## src/rtl/mem_access_unit.sv

```systemverilog
// Load/store unit between execute and a word-only data memory. It adds sign-extended byte loads,
// read-modify-write byte stores, and flags misaligned word accesses. One request is in flight at a time.
module mem_access_unit #(
  parameter int ADDR_W = 16,
  parameter int DATA_W = 16
) (
  input  logic              clk,
  input  logic              rst,
  input  logic              req_valid,
  output logic              req_ready,
  input  logic [1:0]        req_op,
  input  logic [ADDR_W-1:0] req_addr,
  input  logic [DATA_W-1:0] req_wdata,
  input  logic [3:0]        req_rd,
  output logic [ADDR_W-1:0] mem_addr,
  output logic [DATA_W-1:0] mem_wrData,
  output logic              mem_memRead,
  output logic              mem_memWrite,
  input  logic [DATA_W-1:0] mem_rdData,
  output logic              resp_valid,
  output logic              resp_load,
  output logic [3:0]        resp_rd,
  output logic [DATA_W-1:0] resp_data,
  output logic              resp_err
);

  localparam logic [1:0] OP_LW = 2'b00;
  localparam logic [1:0] OP_SW = 2'b01;
  localparam logic [1:0] OP_LB = 2'b10;
  localparam logic [1:0] OP_SB = 2'b11;

  typedef enum logic [1:0] {S_IDLE, S_ACCESS, S_MERGE} state_t;

  state_t            state_q, state_d;
  logic [1:0]        op_q, op_d;
  logic [ADDR_W-1:0] addr_q, addr_d;
  logic [DATA_W-1:0] wdata_q, wdata_d;
  logic [3:0]        rd_q, rd_d;
  logic [DATA_W-1:0] merge_q, merge_d;
  logic              resp_valid_q, resp_valid_d;
  logic              resp_load_q, resp_load_d;
  logic [DATA_W-1:0] resp_data_q, resp_data_d;
  logic              resp_err_q, resp_err_d;

  logic              rd_en, wr_en;
  logic [DATA_W-1:0] wr_dat;
  logic [7:0]        byte_sel;
  logic              misaligned;

  assign byte_sel   = addr_q[0] ? mem_rdData[15:8] : mem_rdData[7:0];
  // Only word ops care about alignment; op[1]=0 selects LW/SW.
  assign misaligned = addr_q[0] & ~op_q[1];

  always_comb begin
    state_d      = state_q;
    op_d         = op_q;
    addr_d       = addr_q;
    wdata_d      = wdata_q;
    rd_d         = rd_q;
    merge_d      = merge_q;
    resp_valid_d = 1'b0;
    resp_load_d  = 1'b0;
    resp_data_d  = '0;
    resp_err_d   = 1'b0;
    rd_en        = 1'b0;
    wr_en        = 1'b0;
    wr_dat       = '0;

    case (state_q)
      S_IDLE: begin
        if (req_valid) begin
          op_d    = req_op;
          addr_d  = req_addr;
          wdata_d = req_wdata;
          rd_d    = req_rd;
          state_d = S_ACCESS;
        end
      end
      S_ACCESS: begin
        state_d = S_IDLE;
        if (misaligned) begin
          resp_valid_d = 1'b1;
          resp_err_d   = 1'b1;
        end else begin
          case (op_q)
            OP_LW: begin
              rd_en        = 1'b1;
              resp_valid_d = 1'b1;
              resp_load_d  = 1'b1;
              resp_data_d  = mem_rdData;
            end
            OP_SW: begin
              wr_en        = 1'b1;
              wr_dat       = wdata_q;
              resp_valid_d = 1'b1;
            end
            OP_LB: begin
              rd_en        = 1'b1;
              resp_valid_d = 1'b1;
              resp_load_d  = 1'b1;
              resp_data_d  = {{(DATA_W-8){byte_sel[7]}}, byte_sel};
            end
            OP_SB: begin
              rd_en   = 1'b1;
              merge_d = mem_rdData;
              state_d = S_MERGE;
            end
            default: ;
          endcase
        end
      end
      S_MERGE: begin
        wr_en        = 1'b1;
        wr_dat       = addr_q[0] ? {wdata_q[7:0], merge_q[7:0]} : {merge_q[15:8], wdata_q[7:0]};
        resp_valid_d = 1'b1;
        state_d      = S_IDLE;
      end
      default: state_d = S_IDLE;
    endcase
  end

  always_ff @(posedge clk or negedge rst) begin
    if (!rst) begin
      state_q      <= S_IDLE;
      op_q         <= '0;
      addr_q       <= '0;
      wdata_q      <= '0;
      rd_q         <= '0;
      merge_q      <= '0;
      resp_valid_q <= 1'b0;
      resp_load_q  <= 1'b0;
      resp_data_q  <= '0;
      resp_err_q   <= 1'b0;
    end else begin
      state_q      <= state_d;
      op_q         <= op_d;
      addr_q       <= addr_d;
      wdata_q      <= wdata_d;
      rd_q         <= rd_d;
      merge_q      <= merge_d;
      resp_valid_q <= resp_valid_d;
      resp_load_q  <= resp_load_d;
      resp_data_q  <= resp_data_d;
      resp_err_q   <= resp_err_d;
    end
  end

  assign req_ready    = (state_q == S_IDLE);
  assign mem_memRead  = rd_en;
  assign mem_memWrite = wr_en;
  assign mem_addr     = (rd_en | wr_en) ? {1'b0, addr_q[ADDR_W-1:1]} : '0;
  assign mem_wrData   = wr_dat;
  assign resp_valid   = resp_valid_q;
  assign resp_load    = resp_load_q;
  assign resp_rd      = rd_q;
  assign resp_data    = resp_data_q;
  assign resp_err     = resp_err_q;

endmodule

```

## config.mk

```make
export PLATFORM = sky130hd
export DESIGN_NAME = mem_access_unit
export DESIGN_NICKNAME = d
export VERILOG_FILES = /design/src/rtl/mem_access_unit.sv
export SDC_FILE = /design/constraint.sdc
export NUM_CORES = 1
export LEC_CHECK = 0
export CORE_MARGIN = 3
export CORE_UTILIZATION = 49
export DETAILED_ROUTE_END_ITERATION = 8
export GPL_ROUTABILITY_DRIVEN = 0
export HOLD_SLACK_MARGIN = 0.12
export PLACE_DENSITY = 0.84
export SLEW_MARGIN = 10
export SYNTH_ARGS = -nofsm -noshare
export SYNTH_HDL_FRONTEND = slang
export SYNTH_SLANG_ARGS = --single-unit
```

## constraint.sdc

```tcl
create_clock -name clk -period 3 [get_ports clk]
set_input_delay 0.45 -clock clk [delete_from_list [all_inputs] [get_ports clk]]
set_output_delay 0.45 -clock clk [all_outputs]
set_load 0.05 [all_outputs]
```

### After elaboration in Yosys (flattened, before gate mapping)

Cells that the tools add are included.

| storage, ports and cells | value |
|---|---|
| register bits after elaboration | 75 |
| input port bits | 57 |
| output and inout port bits | 58 |
| word-level logic and storage cells | 54 |

| operators by class | value |
|---|---|
| equality and inequality tests | 6 |
| muxes and demuxes | 27 |
| bitwise gates (word level) | 4 |
| reductions and logical operators | 7 |

Operator list:

| cell | count |
|---|---|
| $mux W16 | 5 |
| $pmux W16 S2 | 2 |
| $mux W15 | 1 |
| $mux W1 | 12 |
| $mux W8 | 1 |
| $eq A2 B2 Y1 const B | 3 |
| $mux W2 | 3 |
| $reduce_or A3 Y1 | 2 |
| $eq A2 B1 Y1 const B | 2 |
| $logic_not A2 Y1 | 2 |
| $pmux W1 S2 | 2 |
| $pmux W2 S2 | 1 |
| $reduce_and A3 Y1 | 1 |
| $ne A2 B2 Y1 const B | 1 |
| $not A1 Y1 | 2 |
| $reduce_and A2 Y1 | 1 |
| $reduce_or A2 Y1 | 1 |
| $and A1 B1 Y1 | 1 |
| $or A1 B1 Y1 | 1 |

### Longest topological paths before layout

| logic depth | value |
|---|---|
| depth in word-level cells | 7 |
| gate-level depth with buffers | 6 |

### Least setup slack after synthesis

Ideal clock, no wire load.

| timing path | value |
|---|---|
| path type | register to output |
| start | register state_q[1] |
| end | output port mem_wrData[5] |
| arrival time | 1.788 ns |
| setup slack | 0.762 ns |
| stages on the path, launching flop included | 6 |
| path through | dfrtp_1 inv_1 ha_1 and3b_1 o21ai_2 a21oi_1 |

| between the ends | value |
|---|---|
| word-level cells in the longest chain between the ends | 2 |
| elaborated cells between the ends (all ways) | 3 |
| those cells by class | eq/ne (2); mux (1) |

Ends and longest elaborated chain:

| item | line | source |
|---|---|---|
| start, declared | 34 | `state_t state_q, state_d;` |
| start signal, assigned | 135 | `state_q <= state_d;` |
| $eq A2 B2 Y1 / $eq A2 B1 Y1 (equally long branches) | 69 | `case (state_q)` |
| $pmux W16 S2 (*) | 69 |  |
| end, declared | 16 | `output logic [DATA_W-1:0] mem_wrData,` |

Mark *: on every way between the ends. The rest lies on a longest branch, timed or not.

### Worst setup path after layout

| timing path | value |
|---|---|
| start | register state_q[1] |
| end | output port mem_memWrite |

| between the ends | value |
|---|---|
| word-level cells in the longest chain between the ends | 2 |
| elaborated cells between the ends (all ways) | 3 |
| those cells by class | eq/ne (2); mux (1) |

Ends and longest elaborated chain:

| item | line | source |
|---|---|---|
| $eq A2 B2 Y1 / $eq A2 B1 Y1 (equally long branches) | 69 |  |
| $pmux W1 S2 (*) | 69 |  |
| end, declared | 18 | `output logic mem_memWrite,` |

Marked as above.

==> impl_metrics.env <==
export IMPL_run_status="complete, no violations"
export IMPL_post_cts_resized_instances=0
export IMPL_route_detailed_drc=0
export IMPL_timing_fmax_ghz=0.358
export IMPL_detail_route_vias_per_cell=5.09
export IMPL_rows=29
export IMPL_clk_skew_ns=0.0109
export IMPL_detail_route_first_pass_iterations=4
export IMPL_number_of_global_route_vias_before_repair=2458
export IMPL_critPathArrivalTime_ns=2.34
export IMPL_netlist_area_mm2=0.00343
export IMPL_setup_worst_path_start_class="register"
export IMPL_floorplan_core_area_mm2=0.00657
export IMPL_clkSinkCount=75
export IMPL_layout_setup_ws_ns=0.210
export IMPL_switchingPower_mw=2.57
export IMPL_antenna_diode_count=0
export IMPL_via_count=2417
export IMPL_setup_viol_count_final=0
export IMPL_pre_cts_setup_slack_ns=0.598
export IMPL_placement_io_buffers=113
export IMPL_cts_hold_buffers=0
export IMPL_worst_supply_voltage_drop_on_vdd_v=0.000892
export IMPL_hold_slack_ns=0.242
export IMPL_cp_num_buf_inv=2
export IMPL_timing_worst_setup_path_type="reg -> out"
export IMPL_grtUsageTotal_pct=21.0
export IMPL_power_share_combinational_pct=57.7
export IMPL_fin_nets=437
export IMPL_critPathTopFamily="buffers and inverters"
export IMPL_crit_path_end_kind="primary output"
export IMPL_yosys_register_bits=75
export IMPL_report_final_slew_viol_count=0
export IMPL_layout_area_overhead_vs_synth_pct=48.0
export IMPL_place_detailed_hpwl_um=5930
export IMPL_clkLatencyLatePin_ns=0.34
export IMPL_critPathRequiredTime_ns=2.55
export IMPL_actual_transition_at_the_worst_max_transition_pin_ns=0.922
export IMPL_setup_total_negative_slack_ns=0
export IMPL_hold_violations=0
export IMPL_residual_antenna_violating_net_count_after_detailed_routing=0
export IMPL_postCtsSetupBuffers=0
export IMPL_clk_path_buf_depth=2
export IMPL_cts_buffer_count=9
export IMPL_fp_dieW_um=89.7
export IMPL_tritoncts="done"
export IMPL_dr_first_iter_drc_count=70
export IMPL_antenna_found_initial=0
export IMPL_power_density_cell_area_mw_per_mm2=1160
export IMPL_total_die_area_mm2=0.00804
export IMPL_synthesis_nets=329
export IMPL_ys_warn_count=0
export IMPL_slew_headroom_pct=38.3
export IMPL_postPlaceCellArea_mm2=0.00489
export IMPL_reg2reg_slack_ns=1.02
export IMPL_cts_root_buf="clkbuf_8"
export IMPL_finalCritPeriodShare_pct=93.0
export IMPL_layout_drive_gt1_share_pct=17.0
export IMPL_synthesis_area_per_instance_um2=12.7
export IMPL_internal_power_mw=3.33
export IMPL_wire_length_of_the_first_global_routing_pass_um=12600
export IMPL_destination_of_the_worst_register_to_register_timing_path="op_q[1]$_DFFE_PN0P_"
export IMPL_seq_area_frac_synth_pct=54.7
export IMPL_final_cell_mix="clkdlybuf4s50_1, dfrtp_1, mux2_1, buf_12"
export IMPL_cap_viol_max_count=0
export IMPL_boundaryPins=115
export IMPL_commonest_non_fill_non_tap_cell_in_the_layout="clkdlybuf4s50_1"
export IMPL_grt_max_degree=76
export IMPL_avgRoutedWirePerCell_um=16.8
export IMPL_pwr_share_clk_pct=12.4
export IMPL_worstPathMaxFanout=8
export IMPL_nFillCells=409
export IMPL_reg2reg_launch_point="state_q[1]$_DFFE_PN0P_"
export IMPL_crit_path_max_incr_delay_ns=0.81
export IMPL_cts_reportedPaths_clkPinSlew_ns=0.08
export IMPL_drt_wirelength_um=7980
export IMPL_cts_htree_levels=3
export IMPL_synth_distinct_cells=31
export IMPL_global_route_overflow_total=0
export IMPL_switching_share_pct=43.6
export IMPL_synthesis_instances=269
export IMPL_start_util_pct=52.2
export IMPL_hp_class="in -> async"
export IMPL_final_period_minus_worst_setup_slack_ns=2.79
export IMPL_part_of_the_total_power_dissipated_in_sequential_elements_pct=29.9
export IMPL_floorplan_die_height_um=89.7
export IMPL_finish_instance_area_mm2=0.00508
export IMPL_crit_chain="inv_1 -> ha_1 -> and4bb_1 -> o21a_1 -> clkdlybuf4s50_1"
export IMPL_rsz_0062_raised_after_global_routing="false"
export IMPL_leakage_nw=2.22
export IMPL_r2r_worst_path_cells=4
export IMPL_worst_path_max_delay_cell="clkdlybuf4s50_1"
[power by group through the flow]
stage	Sequential [mW]	Clock [mW]	Combinational (mW)
after detailed placement	1.77	0	3.42
after global routing	1.82	0.794	3.59
final	1.76	0.733	3.40
after floorplan	2.00	0	1.89
after CTS	1.76	0.744	3.43
after global placement	1.74	0	3.36
[per-stage QoR]
stage | utilization [%] | cells | power [mW]
3_5_place_dp | 74.4 | 459 | 5.19
3_3_place_gp | 74.4 | 459 | 5.10
6_report | 77.3 | 475 | 5.90
4_1_cts | 77.3 | 475 | 5.94
5_1_grt | 77.3 | 475 | 6.21
2_1_floorplan | - | 269 | 3.89
[worst max-delay path by stage]
stage          cells past startpoint            end                   start  slack [ns]
2_1_floorplan                      5  mem_wrData[5]  state_q[1]$_DFFE_PN0P_        0.76
3_3_place_gp                       5   mem_memWrite  state_q[1]$_DFFE_PN0P_        0.64
3_5_place_dp                       5   mem_memWrite  state_q[1]$_DFFE_PN0P_        0.60
4_1_cts                            5   mem_memWrite  state_q[1]$_DFFE_PN0P_        0.21
5_1_grt                            5   mem_memWrite  state_q[1]$_DFFE_PN0P_        0.12
6_report                           5   mem_memWrite  state_q[1]$_DFFE_PN0P_        0.21
[sequential cells by signal (all words and copies together) (netlist names)]
signal	cells
addr_q	16
merge_q	16
resp_data	16
wdata_q	16
resp_rd	4
op_q	2
state_q	2
resp_err	1
resp_load	1
resp_valid	1
[worst register-to-register path, cell delays in order (launching register included)]
cell and delay [ns]:
dfrtp_1 0.39, inv_1 0.10, ha_1 0.25, nand2_2 0.55, mux2_1 0.56
[cells by family after synthesis]
family,count (synthesis),synth area share [%]
DFF,75,54.7
and+or+nand+nor,67,11.1
muxes,63,21.3
AOI/OAI and AO/OA,39,8.46
buffers and inverters,21,3.17
adders and majority gates,3,1.09
other,1,0.109
[cell usage after synthesis, drive strengths merged]
cell type  instances  area [um^2]
dfrtp             75         1880
mux2              54          642
a21oi             18         90.1
and2              18          113
nor2              17         63.8
nor2b             16          100
buf               15         86.3
mux2i              9         90.1
a21o               8         60.1
o2bb2ai            8         70.1
nand2              5         18.8
inv                4         15.0
nand2b             4         25.0
ha                 3         37.5
nand3              3         20.0
clkbuf             2         7.51
o21a               2         15.0
a211oi             1         20.0
and3               1         6.26
and3b              1         8.76
and4bb             1         12.5
conb               1         3.75
nor4               1         12.5
o21ai              1         8.76
o311ai             1         26.3
[layer usage]
metal | wire length [um] | vias to the layer above | track usage (%)
met3 | 427 | 16 | 5.57
met2 | 4000 | 73 | 33.6
li1 | - | 1136 | -
met1 | 3330 | 1192 | 26.5
met4 | 231 | 0 | 9.74
met5 | 0 | - | 0
[layout make-up]
type	count	area [um^2]	area share, %
inverter	4	15.0	0.296
tap	93	116	2.29
clock buffer	12	155	3.06
clock inverter	4	32.5	0.641
sequential	75	1880	37.0
multi-input combinational	173	1450	28.5
timing repair buffer	114	1430	28.2
Power figures use the tool's default switching activity.
